File: src/rtl/trace_pkg.sv
// Shared definitions for the trace recorder: record layout, event codes,
// controller states and the default buffer depth.
package trace_pkg;

    localparam int unsigned TRACE_DEPTH = 256;

    // Record field widths
    localparam int unsigned TYPE_W  = 3;
    localparam int unsigned ADDR_W  = 16;
    localparam int unsigned DATA_W  = 16;
    localparam int unsigned FLAGS_W = 2;
    localparam int unsigned REC_W   = TYPE_W + ADDR_W + DATA_W + FLAGS_W;

    // Record field offsets, type in the MSBs and flags in the LSBs
    localparam int unsigned FLAGS_LSB = 0;
    localparam int unsigned DATA_LSB  = FLAGS_LSB + FLAGS_W;
    localparam int unsigned ADDR_LSB  = DATA_LSB + DATA_W;
    localparam int unsigned TYPE_LSB  = ADDR_LSB + ADDR_W;

    typedef enum logic [TYPE_W-1:0] {
        EvFetch = 3'd0,
        EvRead  = 3'd1,
        EvWrite = 3'd2,
        EvIrq   = 3'd3,
        EvMark  = 3'd4
    } ev_type_e;

    typedef enum logic [2:0] {
        StIdle,
        StClear,
        StRecord,
        StDumpRd,
        StDumpWait,
        StDumpOut
    } trace_state_e;

    // Pack one bus event into a RAM record
    function automatic logic [REC_W-1:0] pack_record(
        input logic [TYPE_W-1:0]  ev_type,
        input logic [ADDR_W-1:0]  ev_addr,
        input logic [DATA_W-1:0]  ev_data,
        input logic [FLAGS_W-1:0] ev_flags
    );
        logic [REC_W-1:0] rec;
        rec                          = '0;
        rec[TYPE_LSB  +: TYPE_W]     = ev_type;
        rec[ADDR_LSB  +: ADDR_W]     = ev_addr;
        rec[DATA_LSB  +: DATA_W]     = ev_data;
        rec[FLAGS_LSB +: FLAGS_W]    = ev_flags;
        return rec;
    endfunction

endpackage

File: src/rtl/trace_ptr.sv
// Modulo-DEPTH up-counter with synchronous clear, load and a wrap flag
// that pulses on the increment taking the pointer from DEPTH-1 back to 0.
module trace_ptr
    import trace_pkg::*;
#(
    parameter int unsigned DEPTH = TRACE_DEPTH,
    parameter int unsigned PTR_W = 8
) (
    input  logic             clk,
    input  logic             clr_n,
    input  logic             clr,
    input  logic             load,
    input  logic [PTR_W-1:0] load_val,
    input  logic             inc,
    output logic [PTR_W-1:0] ptr,
    output logic             wrap
);

    logic [PTR_W-1:0] ptr_d, ptr_q;
    logic             at_top;

    assign at_top = (ptr_q == PTR_W'(DEPTH - 1));

    // Next pointer: clear beats load beats increment
    always_comb begin
        ptr_d = ptr_q;
        if (clr) begin
            ptr_d = '0;
        end else if (load) begin
            ptr_d = load_val;
        end else if (inc) begin
            ptr_d = at_top ? '0 : ptr_q + PTR_W'(1);
        end
    end

    // Pointer register
    always_ff @(posedge clk or negedge clr_n) begin
        if (!clr_n) begin
            ptr_q <= '0;
        end else begin
            ptr_q <= ptr_d;
        end
    end

    assign ptr  = ptr_q;
    assign wrap = inc && at_top && !clr && !load;

endmodule

File: src/rtl/trace_recorder.sv
// Trace recorder: packs bus events into records, writes them to sequential
// trace RAM addresses, and streams the capture back out on a valid/ready port.
// Build option TRACE_WRAP_EN: defined selects a circular buffer that
// overwrites the oldest record when full; undefined stops (drops) on full.
module trace_recorder
    import trace_pkg::*;
#(
    parameter int unsigned DEPTH      = TRACE_DEPTH,
    parameter int unsigned ADDR_WIDTH = 16,
    parameter int unsigned DATA_WIDTH = REC_W
) (
    input  logic                  clk,
    input  logic                  clr_n,
    input  logic                  start,
    input  logic                  stop,
    input  logic                  ev_valid,
    input  logic [2:0]            ev_type,
    input  logic [15:0]           ev_addr,
    input  logic [15:0]           ev_data,
    input  logic [1:0]            ev_flags,
    output logic                  ram_clr,
    output logic                  ram_we,
    output logic [ADDR_WIDTH-1:0] ram_wr_addr,
    output logic [DATA_WIDTH-1:0] ram_wr_data,
    output logic                  ram_re,
    output logic [ADDR_WIDTH-1:0] ram_rd_addr,
    input  logic [DATA_WIDTH-1:0] ram_rd_data,
    input  logic                  dump_req,
    output logic                  dump_valid,
    input  logic                  dump_ready,
    output logic [DATA_WIDTH-1:0] dump_data,
    output logic                  dump_last,
    output logic [ADDR_WIDTH-1:0] count,
    output logic                  overflow,
    output logic                  busy
);

    localparam int unsigned PTR_W = (DEPTH > 1) ? $clog2(DEPTH) : 1;

    trace_state_e          state_d, state_q;
    logic                  full_d, full_q;
    logic                  ovf_d, ovf_q;
    logic [DATA_WIDTH-1:0] dump_data_d, dump_data_q;

    logic [PTR_W-1:0]      wr_ptr, rd_ptr, newest, dump_start;
    logic                  wr_en, wr_wrap, wr_allowed, has_data;
    logic                  dump_go, rd_inc, is_last;
    logic                  unused_rd_wrap;

`ifdef TRACE_WRAP_EN
    // Circular buffer: always write; once full the oldest record sits at wr_ptr
    assign wr_allowed = 1'b1;
    assign dump_start = full_q ? wr_ptr : '0;
`else
    // Stop-on-full: writes cease at DEPTH records, oldest is always entry 0
    assign wr_allowed = !full_q;
    assign dump_start = '0;
`endif

    assign wr_en    = (state_q == StRecord) && ev_valid && wr_allowed;
    assign has_data = full_q || (wr_ptr != '0);
    assign dump_go  = (state_q == StIdle) && !start && dump_req && has_data;

    // Newest record is the one just behind wr_ptr in both buffer modes
    assign newest  = (wr_ptr == '0) ? PTR_W'(DEPTH - 1) : wr_ptr - PTR_W'(1);
    assign is_last = (rd_ptr == newest);
    assign rd_inc  = (state_q == StDumpOut) && dump_ready && !is_last;

    trace_ptr #(
        .DEPTH (DEPTH),
        .PTR_W (PTR_W)
    ) u_wr_ptr (
        .clk      (clk),
        .clr_n    (clr_n),
        .clr      (state_q == StClear),
        .load     (1'b0),
        .load_val ('0),
        .inc      (wr_en),
        .ptr      (wr_ptr),
        .wrap     (wr_wrap)
    );

    // End of dump comes from the newest-record compare, so rd wrap is not needed
    trace_ptr #(
        .DEPTH (DEPTH),
        .PTR_W (PTR_W)
    ) u_rd_ptr (
        .clk      (clk),
        .clr_n    (clr_n),
        .clr      (1'b0),
        .load     (dump_go),
        .load_val (dump_start),
        .inc      (rd_inc),
        .ptr      (rd_ptr),
        .wrap     (unused_rd_wrap)
    );

    // Next-state logic for the controller, the full/overflow flags and dump data
    always_comb begin
        state_d     = state_q;
        full_d      = full_q;
        ovf_d       = ovf_q;
        dump_data_d = dump_data_q;
        unique case (state_q)
            StIdle: begin
                if (start) begin
                    state_d = StClear;
                end else if (dump_go) begin
                    state_d = StDumpRd;
                end
            end
            StClear: begin
                full_d  = 1'b0;
                ovf_d   = 1'b0;
                state_d = StRecord;
            end
            StRecord: begin
                // Any event arriving while full is either dropped or overwrites
                if (ev_valid && full_q) begin
                    ovf_d = 1'b1;
                end
                if (wr_wrap) begin
                    full_d = 1'b1;
                end
                if (start) begin
                    state_d = StClear;
                end else if (stop) begin
                    state_d = StIdle;
                end
            end
            StDumpRd: begin
                state_d = StDumpWait;
            end
            StDumpWait: begin
                dump_data_d = ram_rd_data;
                state_d     = StDumpOut;
            end
            StDumpOut: begin
                if (dump_ready) begin
                    state_d = is_last ? StIdle : StDumpRd;
                end
            end
            default: begin
                state_d = StIdle;
            end
        endcase
    end

    // Controller and flag registers
    always_ff @(posedge clk or negedge clr_n) begin
        if (!clr_n) begin
            state_q     <= StIdle;
            full_q      <= 1'b0;
            ovf_q       <= 1'b0;
            dump_data_q <= '0;
        end else begin
            state_q     <= state_d;
            full_q      <= full_d;
            ovf_q       <= ovf_d;
            dump_data_q <= dump_data_d;
        end
    end

    assign ram_clr     = (state_q == StClear);
    assign ram_we      = wr_en;
    assign ram_wr_addr = ADDR_WIDTH'(wr_ptr);
    assign ram_wr_data = wr_en ? pack_record(ev_type, ev_addr, ev_data, ev_flags) : '0;
    assign ram_re      = (state_q == StDumpRd) || (state_q == StDumpWait) ||
                         (state_q == StDumpOut);
    assign ram_rd_addr = ADDR_WIDTH'(rd_ptr);

    assign dump_valid  = (state_q == StDumpOut);
    assign dump_data   = dump_data_q;
    assign dump_last   = dump_valid && is_last;

    // Stored records equal wr_ptr until the buffer first fills, then saturate
    assign count       = full_q ? ADDR_WIDTH'(DEPTH) : ADDR_WIDTH'(wr_ptr);
    assign overflow    = ovf_q;
    assign busy        = (state_q != StIdle);

endmodule
File: config.mk
export PLATFORM = sky130hd
export DESIGN_NAME = trace_recorder
export DESIGN_NICKNAME = d
export VERILOG_FILES = /design/src/rtl/trace_pkg.sv /design/src/rtl/trace_ptr.sv /design/src/rtl/trace_recorder.sv
export SDC_FILE = /design/constraint.sdc
export NUM_CORES = 1
export LEC_CHECK = 0
export ABC_AREA = 1
export BUFFER_PORTS_ARGS = -buffer_cell sky130_fd_sc_hd__buf_2
export CORE_ASPECT_RATIO = 0.9
export CORE_MARGIN = 4
export CORE_UTILIZATION = 47
export CTS_CLUSTER_DIAMETER = 60
export DETAILED_ROUTE_END_ITERATION = 8
export GPL_TIMING_DRIVEN = 1
export PLACE_DENSITY_LB_ADDON = 0.08
export SLEW_MARGIN = 10
export SYNTH_ARGS = -nofsm -noshare
export SYNTH_HDL_FRONTEND = slang
export SYNTH_SLANG_ARGS = --single-unit
File: constraint.sdc
create_clock -name clk -period 5.1 [get_ports clk]
set_clock_uncertainty 0.05 [all_clocks]
set_input_delay 1.02 -clock clk [delete_from_list [all_inputs] [get_ports clk]]
set_output_delay 1.02 -clock clk [all_outputs]
set_load 0.05 [all_outputs]
======== Yosys cells after proc, flatten, opt, wreduce, memory -nomap -nowiden ========
Index checks and enable logic that the tools add are counted.
cells by class
  reductions and logical operators ........ 28
  muxes and demuxes ....................... 20
  add/sub/neg operators ................... 3
  equality and inequality tests ........... 13
operator list
  cell                 number
  $mux 8               7
  $mux 37              1
  $pmux 3 s6           1
  $add 8x1->8 const B  2
  $eq 8x8->1 const B   2
  $mux 3               5
  $logic_and 1x1->1    11
  $mux 9               1
  $eq 8x8->1           1
  $logic_not 8->1      1
  $reduce_bool 8->1    1
  $sub 8x1->8 const B  1
  $eq 3x2->1 const B   2
  $eq 3x3->1 const B   2
  $ne 2x1->1 const B   3
  $ne 3x3->1 const B   2
  $reduce_bool 2->1    3
  $logic_not 1->1      4
  $pmux 1 s2           2
  $reduce_and 2->1     2
  $eq 3x1->1 const B   1
  $logic_not 3->1      1
  $logic_or 1x1->1     3
  $reduce_and 3->1     1
  other kinds (3)      4
word-level totals
  word-level logic and storage cells ...... 70
  output and inout bits ................... 129
  register bits ........................... 58
  input bits .............................. 81

======== Logic depth before layout (Yosys ltp) ========
  depth in word-level cells ............... 7
  gate-level depth with buffers ........... 16
  depth with buffers taken out ............ 15

======== By module ========
A second synthesis with hierarchy kept.
second synthesis, totals
  cells, all modules ...................... 494
  area, all modules ....................... 3772.4 µm²
by module, submodules not included
  module          instances  area an instance (µm²)  cells an instance  seq. area each (µm²)
  trace_recorder  1          2598.7                  316                1051.0
  trace_ptr       2          586.8                   89                 200.2

======== Least setup slack after synthesis ========
Ideal clock, no wire load.
  path type ............................... register to output
  start point ............................. register u_wr_ptr.ptr_q[0] (netlist: u_wr_ptr.ptr[0])
  end point ............................... output dump_last
  required time ........................... 4.030 ns
  buffers on the path ..................... 2
  arrival ................................. 2.775 ns
  stages on the path, launching flop included .. 14
  slack ................................... 1.255 ns
  cells stage by stage .................... dfrtp_1 > clkinv_1 > ha_1 > inv_1 > nor2_1 > nand2_2 > buf_6 > nand4_1 > nand2_1 > nand3_1 > nor2_1 > nand2_1 > buf_6 > nor2_1
on the way
  longest elaborated chain between the ends .. 4
  elaborated cells on any way between the ends .. 5
  those cells by class .................... add/sub: 1; eq/ne: 1; mux: 1; reduce/logical: 2
ends and longest elaborated chain
  element                                         line                   RTL
  from (decl)                                     trace_ptr.sv:19        logic [PTR_W-1:0] ptr_d, ptr_q;
  from (signal assigned)                          trace_ptr.sv:41        ptr_q <= ptr_d;
  $sub 8x1->8 or $logic_not 8->1 (tied branches)  trace_recorder.sv:65   assign newest = (wr_ptr == '0) ? PTR_W'(DEPTH - 1) : wr_ptr - PTR_W'(1);
  $mux 8 *                                        trace_recorder.sv:65
  $eq 8x8->1 *                                    trace_recorder.sv:66   assign is_last = (rd_ptr == newest);
  $logic_and 1x1->1 *                             trace_recorder.sv:174  assign dump_last = dump_valid && is_last;
  to (decl)                                       trace_recorder.sv:32   output logic dump_last,
Mark *: on every way between the ends. The rest lies on a longest branch, timed or not.

======== Final worst setup path ========
Same ends and word-level chain as after synthesis.

==> qor.yml <==
start_util_pct: 48.4
initialDrtViolationCount: 131
maxCapViolCount: 0
grt_pass1_vias: 3252
clk_path_buf_depth: 2
fp.dieH_um: 89.0
num_antenna_cells: 0
seq_area_frac_synth_pct: 42.4
finalHoldViolCount: 0
final.setup.tns_ns: 0
ys_seq_elements: 58
cts_resized: 0
worst_slew_pin_slew_ns: 0.724
p_leak_nw: 2.75
ios: 210
rows: 29
cp_common_cell: "nor2_1"
synth_mux_area_share_pct: 12.2
clock_latency_ns: 0.33
drive_above_1_share_pct: 40.8
cts_tree: "yes"
core_um2: 7080
period_share_pct: 74.2
dp_hpwl_um: 7380
worstPathRequired_ns: 4.03
postCtsSetupBuffers: 0
cp_cell_sequence: "clkinv_1 -> ha_1 -> inv_1 -> nor2_1 -> nand2_2 -> nand4_1 -> nand2_1 -> nand3_1 -> nor2_1 -> nand2_1 -> nor2_1 -> buf_2"
grt_setup_unrepaired: "false"
cts_htree_levels: 3
track_usage_pct: 21.4
numCtsBuffers: 9
ir_drop_mv: 0.533
dr.pass1.iters: 4
cts_hold_buffers: 0
synthAdderAreaFrac_pct: 1.46
syn_area_um2: 3430
power_density_nw_per_um2: 685
slowest_delay_ns: 0.43
max_freq_ghz: 0.264
synth-xor-area-share_pct: 1.53
grt_overflow: 0
holdWs_ns: 0.441
status: "finished, final reports clean"
start_kind: "flip-flop"
slowest_stage: "dfrtp_1"
setup_viol: 0
numClockSinks: 58
final.min_clock_period_ns: 3.78
die_x_um: 98.0
drc: 0
post_drt_via_cell_ratio: 4.68
synthToLayoutAreaGrowth_pct: 32.9
synthCells: 422
yosys.area_share.simple_pct: 23.9
worst-setup-path-type: "reg2out"
wirelength_um: 9420
ant_nets: 0
gp_congestion: 0.907
cts-root-buf: "clkbuf_8"
synth_compound_area_share_pct: 4.20
hold_path.class: "reg2reg"
worst-path-max-fanout: 13
slew_viol_final: 0
yosysWarnings: 0
fp.dieArea_um2: 8720
antenna_found_initial: 0
grt_max_degree: 59
wl_per_cell_um: 13.3
crit_path_end_kind: "primary output"
cp.arrival_ns: 2.71
final_nets: 693
io_buffers: 186
grt_pass1_wl_um: 15000
syn_avg_cell_area_um2: 8.12
relSlewSlack_pct: 51.4
num_vias: 3306
ys_types: 31
synth_top_family_by_area: "simple AND/OR/NAND/NOR gates"
clk_pin_slew_worst_paths_ns: 0.06
-- stage by stage --
stage / instances / area, um^2 / setup WS (ns) / power [mW] / util (%)
floorplan: 444 / 3510 / 1.25 / 2.27 / -
global placement: 690 / 4330 / 1.76 / 2.65 / 61.2
detailed placement: 690 / 4330 / 1.68 / 2.67 / 61.2
CTS: 706 / 4550 / 1.31 / 3.15 / 64.3
global route: 706 / 4550 / 0.996 / 3.33 / 64.3
finish: 706 / 4550 / 1.32 / 3.12 / 64.3
-- report_power, final --
group          total, mW  internal [mW]  leakage [nW]  switching (mW)
combinational       1.89          0.482          1.93            1.41
sequential         0.760          0.646         0.717           0.115
clock              0.467          0.287         0.109           0.181
-- cell type report --
cell class                 count  area (um^2)
clock inverter                 5         77.6
inverter                      65          244
tap                           93          116
fill                         645         2520
timing repair buffer         189          953
sequential                    58         1450
multi-input combinational    285         1570
clock buffer                  11          141
-- logic make-up (layout without fill, tap and decap cells) --
group | after synthesis | after routing
adder cells (fa/ha/maj) | 4 | 4
flip-flops | 58 | 58
other | 1 | 23
buffers and inverters | 101 | 270
AO/OA/AOI/OAI | 23 | 23
multiplexers | 37 | 37
AND/OR/NAND/NOR | 192 | 192
XOR/XNOR | 6 | 6
-- cells in the final DEF (no fill, tap or decap), types with 6 or more instances in the layout --
cell | synthesis | routed
mux2_2 | 37 | 37
o21ai_0 | 8 | 8
nand3_1 | 28 | 28
a21oi_1 | 6 | 6
clkbuf_8 | 0 | 10
inv_1 | 60 | 60
nor2_1 | 79 | 79
conb_1 | 1 | 23
buf_2 | 4 | 186
nand4_1 | 15 | 15
nand2_1 | 60 | 60
dfrtp_1 | 58 | 58
xor2_1 | 6 | 6
-- cells in the mapped netlist, drive strengths merged --
master / instances / share of area, %
a21oi: 6 / 0.88
a32o: 1 / 0.29
nor3: 5 / 0.88
nor3b: 1 / 0.22
nand4: 15 / 2.7
clkbuf: 5 / 0.55
a211oi: 1 / 0.22
nand2: 63 / 7.1
o211ai: 1 / 0.37
a221oi: 1 / 0.26
conb: 1 / 0.11
o21ai: 8 / 1.2
dfrtp: 58 / 42
mux2: 37 / 12
o22ai: 2 / 0.37
o21a: 2 / 0.44
clkinv: 1 / 0.11
buf: 31 / 6.6
nor4: 1 / 0.18
ha: 4 / 1.5
inv: 64 / 7.0
o21bai: 1 / 0.22
xor2: 6 / 1.5
nor2: 79 / 8.7
nand3: 28 / 4.1
-- state kept, by name, summed over array words and instances (netlist names) --
name,count
overflow,1
u_rd_ptr.ptr,8
full_q,1
state_q,3
u_wr_ptr.ptr,8
dump_data,37
-- layer usage --
metal	global-route usage (%)	routed length, um
met2	35.9	4540
met5	0	0
met1	25.2	3810
met3	9.52	964
met4	6.16	103
-- path summary, 6_finish.rpt --
check	startpoint	end	slack, ns	cells past startpoint
max	u_wr_ptr.ptr[0]	dump_last	1.32	12
max in group asynchronous	clr_n	u_rd_ptr.ptr[0]	3.73	2
min	overflow	overflow	0.44	1
max reg2reg	u_wr_ptr.ptr[0]	u_rd_ptr.ptr[0]	2.61	14
min in group asynchronous	clr_n	u_rd_ptr.ptr[6]	0.78	2
min reg2reg	overflow	overflow	0.44	1
-- critical path, delay by kind of cell (launching register included) --
family / cells / cell delay (ns)
buffers and inverters: 3 / 0.62
DFF: 1 / 0.43
and+or+nand+nor: 8 / 1.03
adders and majority gates: 1 / 0.30
Power figures use the tool's default switching activity.
